$ cat src/rtl/pe_dot_engine.sv
// pe_dot_engine: signed integer dot product of a streamed operand vector A
// against weights held in a local weight RAM (peram).
//
// Ports:
//   aclk, aresetn         clock, asynchronous active-low reset
//   we, waddr, wdata      peram write port (honoured only while idle)
//   start, len            job start pulse and vector length (0..2**L_RAM_SIZE)
//   ain, ain_valid/ready  streamed operand A, valid/ready handshake
//   dout, dvalid/dready   dot-product result, valid/ready handshake
//   busy                  high whenever the engine is not idle
//   ovf                   sticky overflow (wrap or saturation) for the current job
module pe_dot_engine #(
   parameter int unsigned DW         = 16,
   parameter int unsigned L_RAM_SIZE = 4,
   parameter int unsigned ACC_W      = 40,
   parameter int unsigned MUL_LAT    = 2,
   parameter int unsigned SAT        = 0
) (
   input  logic                  aclk,
   input  logic                  aresetn,
   input  logic                  we,
   input  logic [L_RAM_SIZE-1:0] waddr,
   input  logic [DW-1:0]         wdata,
   input  logic                  start,
   input  logic [L_RAM_SIZE:0]   len,
   input  logic [DW-1:0]         ain,
   input  logic                  ain_valid,
   output logic                  ain_ready,
   output logic [ACC_W-1:0]      dout,
   output logic                  dvalid,
   input  logic                  dready,
   output logic                  busy,
   output logic                  ovf
);

   localparam int unsigned DEPTH = 2**L_RAM_SIZE;
   localparam int unsigned PW    = 2*DW;
   localparam logic [ACC_W-1:0] ACC_MAX = {1'b0, {(ACC_W-1){1'b1}}};
   localparam logic [ACC_W-1:0] ACC_MIN = {1'b1, {(ACC_W-1){1'b0}}};

   typedef enum logic [1:0] {
      S_IDLE,
      S_RUN,
      S_DRAIN,
      S_DONE
   } state_t;

   logic [DW-1:0] peram [DEPTH];

   state_t                  state_q, state_d;
   logic [L_RAM_SIZE:0]     len_q, len_d;
   logic [L_RAM_SIZE:0]     cnt_q, cnt_d;
   logic signed [DW-1:0]    a_q, a_d;
   logic signed [DW-1:0]    w_q, w_d;
   logic                    s0v_q, s0v_d;
   logic signed [PW-1:0]    prod_q [MUL_LAT];
   logic signed [PW-1:0]    prod_d [MUL_LAT];
   logic [MUL_LAT-1:0]      pv_q, pv_d;
   logic signed [ACC_W-1:0] acc_q, acc_d;
   logic                    ovf_q, ovf_d;
   logic [ACC_W-1:0]        dout_q, dout_d;
   logic                    dvalid_q, dvalid_d;
   logic                    ain_ready_q, ain_ready_d;
   logic                    busy_q, busy_d;

   logic                    accept;
   logic signed [ACC_W-1:0] addend;
   logic signed [ACC_W-1:0] sum;
   logic                    add_ovf;

   // ain_ready_q is only ever high in RUN, so it also gates ain_valid outside RUN.
   assign accept  = ain_valid & ain_ready_q;
   assign addend  = ACC_W'(prod_q[MUL_LAT-1]);
   assign sum     = acc_q + addend;
   // Signed overflow: both operands share a sign that the result does not.
   assign add_ovf = (acc_q[ACC_W-1] == addend[ACC_W-1]) && (sum[ACC_W-1] != acc_q[ACC_W-1]);

   // Weight RAM: no reset; writes only while idle so a running job sees stable weights.
   always_ff @(posedge aclk) begin
      if (we && !busy_q) begin
         peram[waddr] <= wdata;
      end
   end

   always_comb begin
      state_d     = state_q;
      len_d       = len_q;
      cnt_d       = cnt_q;
      a_d         = a_q;
      w_d         = w_q;
      s0v_d       = accept;
      acc_d       = acc_q;
      ovf_d       = ovf_q;
      dout_d      = dout_q;
      dvalid_d    = dvalid_q;
      ain_ready_d = ain_ready_q;
      busy_d      = busy_q;

      // Stage 0: registered weight read paired with the accepted operand.
      if (accept) begin
         a_d = ain;
         w_d = peram[cnt_q[L_RAM_SIZE-1:0]];
      end

      // Stages 1..MUL_LAT: product then delay registers.
      prod_d[0] = PW'(a_q) * PW'(w_q);
      pv_d[0]   = s0v_q;
      for (int unsigned k = 1; k < MUL_LAT; k++) begin
         prod_d[k] = prod_q[k-1];
         pv_d[k]   = pv_q[k-1];
      end

      // Final stage: accumulate, wrapping or clamping toward the sign of the old value.
      if (pv_q[MUL_LAT-1]) begin
         acc_d = sum;
         if (add_ovf) begin
            ovf_d = 1'b1;
            if (SAT != 0) begin
               acc_d = acc_q[ACC_W-1] ? ACC_MIN : ACC_MAX;
            end
         end
      end

      case (state_q)
         S_IDLE: begin
            if (start) begin
               len_d  = len;
               cnt_d  = '0;
               acc_d  = '0;
               ovf_d  = 1'b0;
               busy_d = 1'b1;
               if (len == '0) begin
                  dout_d   = '0;
                  dvalid_d = 1'b1;
                  state_d  = S_DONE;
               end else begin
                  ain_ready_d = 1'b1;
                  state_d     = S_RUN;
               end
            end
         end
         S_RUN: begin
            if (accept) begin
               cnt_d = cnt_q + (L_RAM_SIZE+1)'(1);
               if (cnt_q == len_q - (L_RAM_SIZE+1)'(1)) begin
                  ain_ready_d = 1'b0;
                  state_d     = S_DRAIN;
               end
            end
         end
         S_DRAIN: begin
            if (!s0v_q && (pv_q == '0)) begin
               dout_d   = acc_q;
               dvalid_d = 1'b1;
               state_d  = S_DONE;
            end
         end
         S_DONE: begin
            if (dready) begin
               dvalid_d = 1'b0;
               busy_d   = 1'b0;
               state_d  = S_IDLE;
            end
         end
         default: state_d = S_IDLE;
      endcase
   end

   always_ff @(posedge aclk or negedge aresetn) begin
      if (!aresetn) begin
         state_q     <= S_IDLE;
         len_q       <= '0;
         cnt_q       <= '0;
         a_q         <= '0;
         w_q         <= '0;
         s0v_q       <= 1'b0;
         for (int unsigned k = 0; k < MUL_LAT; k++) begin
            prod_q[k] <= '0;
         end
         pv_q        <= '0;
         acc_q       <= '0;
         ovf_q       <= 1'b0;
         dout_q      <= '0;
         dvalid_q    <= 1'b0;
         ain_ready_q <= 1'b0;
         busy_q      <= 1'b0;
      end else begin
         state_q     <= state_d;
         len_q       <= len_d;
         cnt_q       <= cnt_d;
         a_q         <= a_d;
         w_q         <= w_d;
         s0v_q       <= s0v_d;
         for (int unsigned k = 0; k < MUL_LAT; k++) begin
            prod_q[k] <= prod_d[k];
         end
         pv_q        <= pv_d;
         acc_q       <= acc_d;
         ovf_q       <= ovf_d;
         dout_q      <= dout_d;
         dvalid_q    <= dvalid_d;
         ain_ready_q <= ain_ready_d;
         busy_q      <= busy_d;
      end
   end

   assign ain_ready = ain_ready_q;
   assign dout      = dout_q;
   assign dvalid    = dvalid_q;
   assign busy      = busy_q;
   assign ovf       = ovf_q;

endmodule

$ cat config.mk
export PLATFORM = sky130hd
export DESIGN_NAME = pe_dot_engine
export DESIGN_NICKNAME = d
export VERILOG_FILES = /design/src/rtl/pe_dot_engine.sv
export SDC_FILE = /design/constraint.sdc
export NUM_CORES = 1
export LEC_CHECK = 0
export BUFFER_PORTS_ARGS = -buffer_cell sky130_fd_sc_hd__clkbuf_2
export CORE_ASPECT_RATIO = 0.5
export CORE_MARGIN = 10
export CORE_UTILIZATION = 57
export DETAILED_ROUTE_END_ITERATION = 16
export HOLD_SLACK_MARGIN = 0.06
export MAX_ROUTING_LAYER = met4
export PLACE_DENSITY = 0.77
export SETUP_SLACK_MARGIN = 0.15
export SLEW_MARGIN = 25
export SYNTH_ARGS = -nofsm -noshare
export SYNTH_HDL_FRONTEND = slang
export SYNTH_SLANG_ARGS = --single-unit
$ cat constraint.sdc
create_clock -name aclk -period 6.51 [get_ports aclk]
set_input_delay 1.302 -clock aclk [delete_from_list [all_inputs] [get_ports aclk]]
set_output_delay 1.302 -clock aclk [all_outputs]
set_load 0.01 [all_outputs]
==> out/metrics.cfg <==
[status]
status = finished clean

[grt]
grt_start_max_net_pins = 90
top_usage_layer = met2
overflow = 0
track_usage_pct = 21.76
grt_pass1_vias = 18180
use_met1_pct = 29.18
grt_antenna_before_repair = 1
grt_use_met3_pct = 3.996
gr-usage-met2_pct = 35.06
grt_pass1_wl_mm = 100.3

[synth]
ys_types = 78
synthTopCellsByCount = inv_1, fa_1, edfxtp_1
syn_area_um2 = 28480
synth_nets = 2695
synth_warnings = 0
synthCells = 2257
synth_edf_count = 256
synthTopCellsByArea = edfxtp_1, fa_1, dfrtp_1, mux4_2, ha_1
avgSynthCellArea_um2 = 12.62
ys_async_sr_fraction_pct = 43.24
synth_seq_area_share_pct = 44.13
synth_most_common_cell = inv_1
synth_top_area_share_pct = 26.99
yosysTopAreaCell = edfxtp_1
synth_top_flop_cell = edfxtp_1
ys_ff_latch = 451

[placed_design]
gp_congestion = 0.8952
port_buffers = 90
dp_hpwl_mm = 43.52

[routing]
ant_nets = 0
wire_per_inst_um = 20.06
dr.pass1.iters = 5
remaining_drc_errors = 0
via_per_inst = 5.662
vias = 17270
drt_iter0_drc = 1358
routed_wl_mm = 61.21

[sta]
max_slew_margin_pct = 29.45
tns_ns = 0
worst_slew_pin_slew_ns = 1.056
finalSetupViolCount = 0
slew_viol_final = 0
fin_crit_sh_pct = 93.93
hold_viol = 0
skew_ns = 0.01515
rsz0062_at_grt = true
max_clock_freq_mhz = 163.5
period_needed_ns = 6.115

[floorplanning]
io_pins = 91
die_area_um2 = 59850
rows = 57
core-area_um2 = 48920
start_util_pct = 58.21
die_w_um = 336.1
die_h_um = 178.1

[clock_tree]
clock-sinks = 451
cts_buffers = 39
insertion_delay_ns = 0.57
cts_hold_buffers = 0
cts_tree = yes
clock_path_buffers = 3
path_clk_slew_ns = 0.07
htreeDepth = 2
root_buffer = clkbuf_16

[worst_setup_path]
crit_type = flop to flop
required_ns = 6.99
r2r_setup_slack_ns = 0.39
startpoint_type = flop
worst-endpoint-arrival_ns = 6.59
path_max_fanout = 9
end_kind = flop

[worst_hold_path]
hold_class = flop to flop

[finish]
fin_nets = 2810
drive_gt1_share_pct = 15.24
fill_cells = 3636
syn_to_final_growth_pct = 9.973
seq_area_um2 = 12580
multi_input_area_um2 = 14470

[job]
maxCapViolCount = 0

-- per-stage QoR --
step,hold WS (ns),setup slack [ns],area (um^2),util [%],instances
2_1_floorplan,0.3312,0.3761,28480,-,2257
3_5_place_dp,0.3347,0.07065,29930,61.18,2975
3_3_place_gp,0.3316,0.2406,29930,61.18,2975
6_report,0.3396,0.3949,31320,64.02,3051
5_1_grt,0.3411,0.1288,31320,64.02,3051
4_1_cts,0.3396,0.1438,31200,63.77,3046
-- path summary, 6_finish.rpt --
path                            start          to  depth (start not counted)
setup / recovery               w_q[3]  prod_d[29]                         22
setup reg to reg               w_q[3]  prod_d[29]                         22
hold reg to reg            prod_d[20]  addend[20]                          0
min in group asynchronous     aresetn     pv_q[0]                          1
max in group asynchronous     aresetn   prod_d[9]                          2
hold / removal             prod_d[20]  addend[20]                          0
-- registers in the layout, summed over array words and instances, names as in the netlist --
| name | flops |
|---|---|
| s0v_q | 1 |
| prod_d | 32 |
| addend | 32 |
| ain_ready | 1 |
| len_q | 5 |
| acc_q | 40 |
| peram | 256 |
| ovf | 1 |
| cnt_q | 5 |
| dout | 40 |
| pv_q | 2 |
| state_q | 2 |
| busy | 1 |
| dvalid | 1 |
| a_q | 16 |
| w_q | 16 |
-- worst max-delay path: stages, from the launching register on --
cell and delay [ns]:
dfrtp_1 0.51, buf_4 0.22, nand2_1 0.08, fa_1 0.48, fa_1 0.54, inv_1 0.05
fa_1 0.51, fa_1 0.51, fa_1 0.49, inv_1 0.05, fa_1 0.47, inv_1 0.06
ha_4 0.29, and3_4 0.19, or3b_4 0.39, a21boi_2 0.17, o31ai_1 0.08, buf_4 0.15
a211o_1 0.30, a21boi_2 0.15, buf_4 0.13, o21ai_0 0.07, a21oi_1 0.14
-- cell type report --
| type | instances | area share [%] |
|---|---|---|
| Timing Repair Buffer | 154 | 3.040 |
| Antenna cell | 1 | 0.007990 |
| Tap cell | 649 | 2.593 |
| Clock inverter | 16 | 0.5992 |
| Multi-Input combinational cell | 1395 | 46.20 |
| Clock buffer | 54 | 3.424 |
| Inverter | 331 | 3.967 |
| Sequential cell | 451 | 40.17 |
-- timing repair --
item	4_1_cts	5_1_grt
setup endpoints to repair	2	9
resized for setup	1	22
buffers inserted	1	3
pin swaps	1	8
-- cell usage in the layout (no fill, tap or decap), types with 7 or more instances in the layout --
master       n
clkbuf_2    89
ha_1       126
mux2_2      31
xnor2_1     43
and3_1      13
and2_1     122
dfrtp_2      8
o211ai_1    11
edfxtp_1   256
nor2_1      89
nand4_1      9
nor3_1      17
a211oi_1    11
buf_4       63
nor2b_1      7
or3_1        7
inv_1      329
o21bai_1    10
clkbuf_1    11
a21o_1      39
a21oi_1     64
a22o_1      41
mux2i_1     23
mux4_2      80
nand2b_1    16
o21ai_0     42
clkbuf_16   39
fa_1       263
nand3_1     20
nand2_1    189
xor2_1      18
dfrtp_1    186
o21a_1      10
-- per-layer routing --
| metal | up-vias | wire [um] |
|---|---|---|
| li1 | 7913 | - |
| met1 | 8790 | 27070 |
| met2 | 494 | 29220 |
| met3 | 77 | 3954 |
| met4 | 0 | 963 |
| met5 | - | 0 |
-- cells by family after synthesis --
family / count (synthesis) / synth area share [%]
AND/OR/NAND/NOR: 517 / 8.831
XOR/XNOR: 61 / 1.876
multiplexers: 134 / 8.360
buffers and inverters: 411 / 5.430
AO/OA/AOI/OAI: 292 / 7.267
flip-flops: 451 / 44.13
adder cells (fa/ha/maj): 391 / 24.11
Power is not shown: default switching activity piles up to over one toggle a cycle in this logic, so the estimate is an artifact.
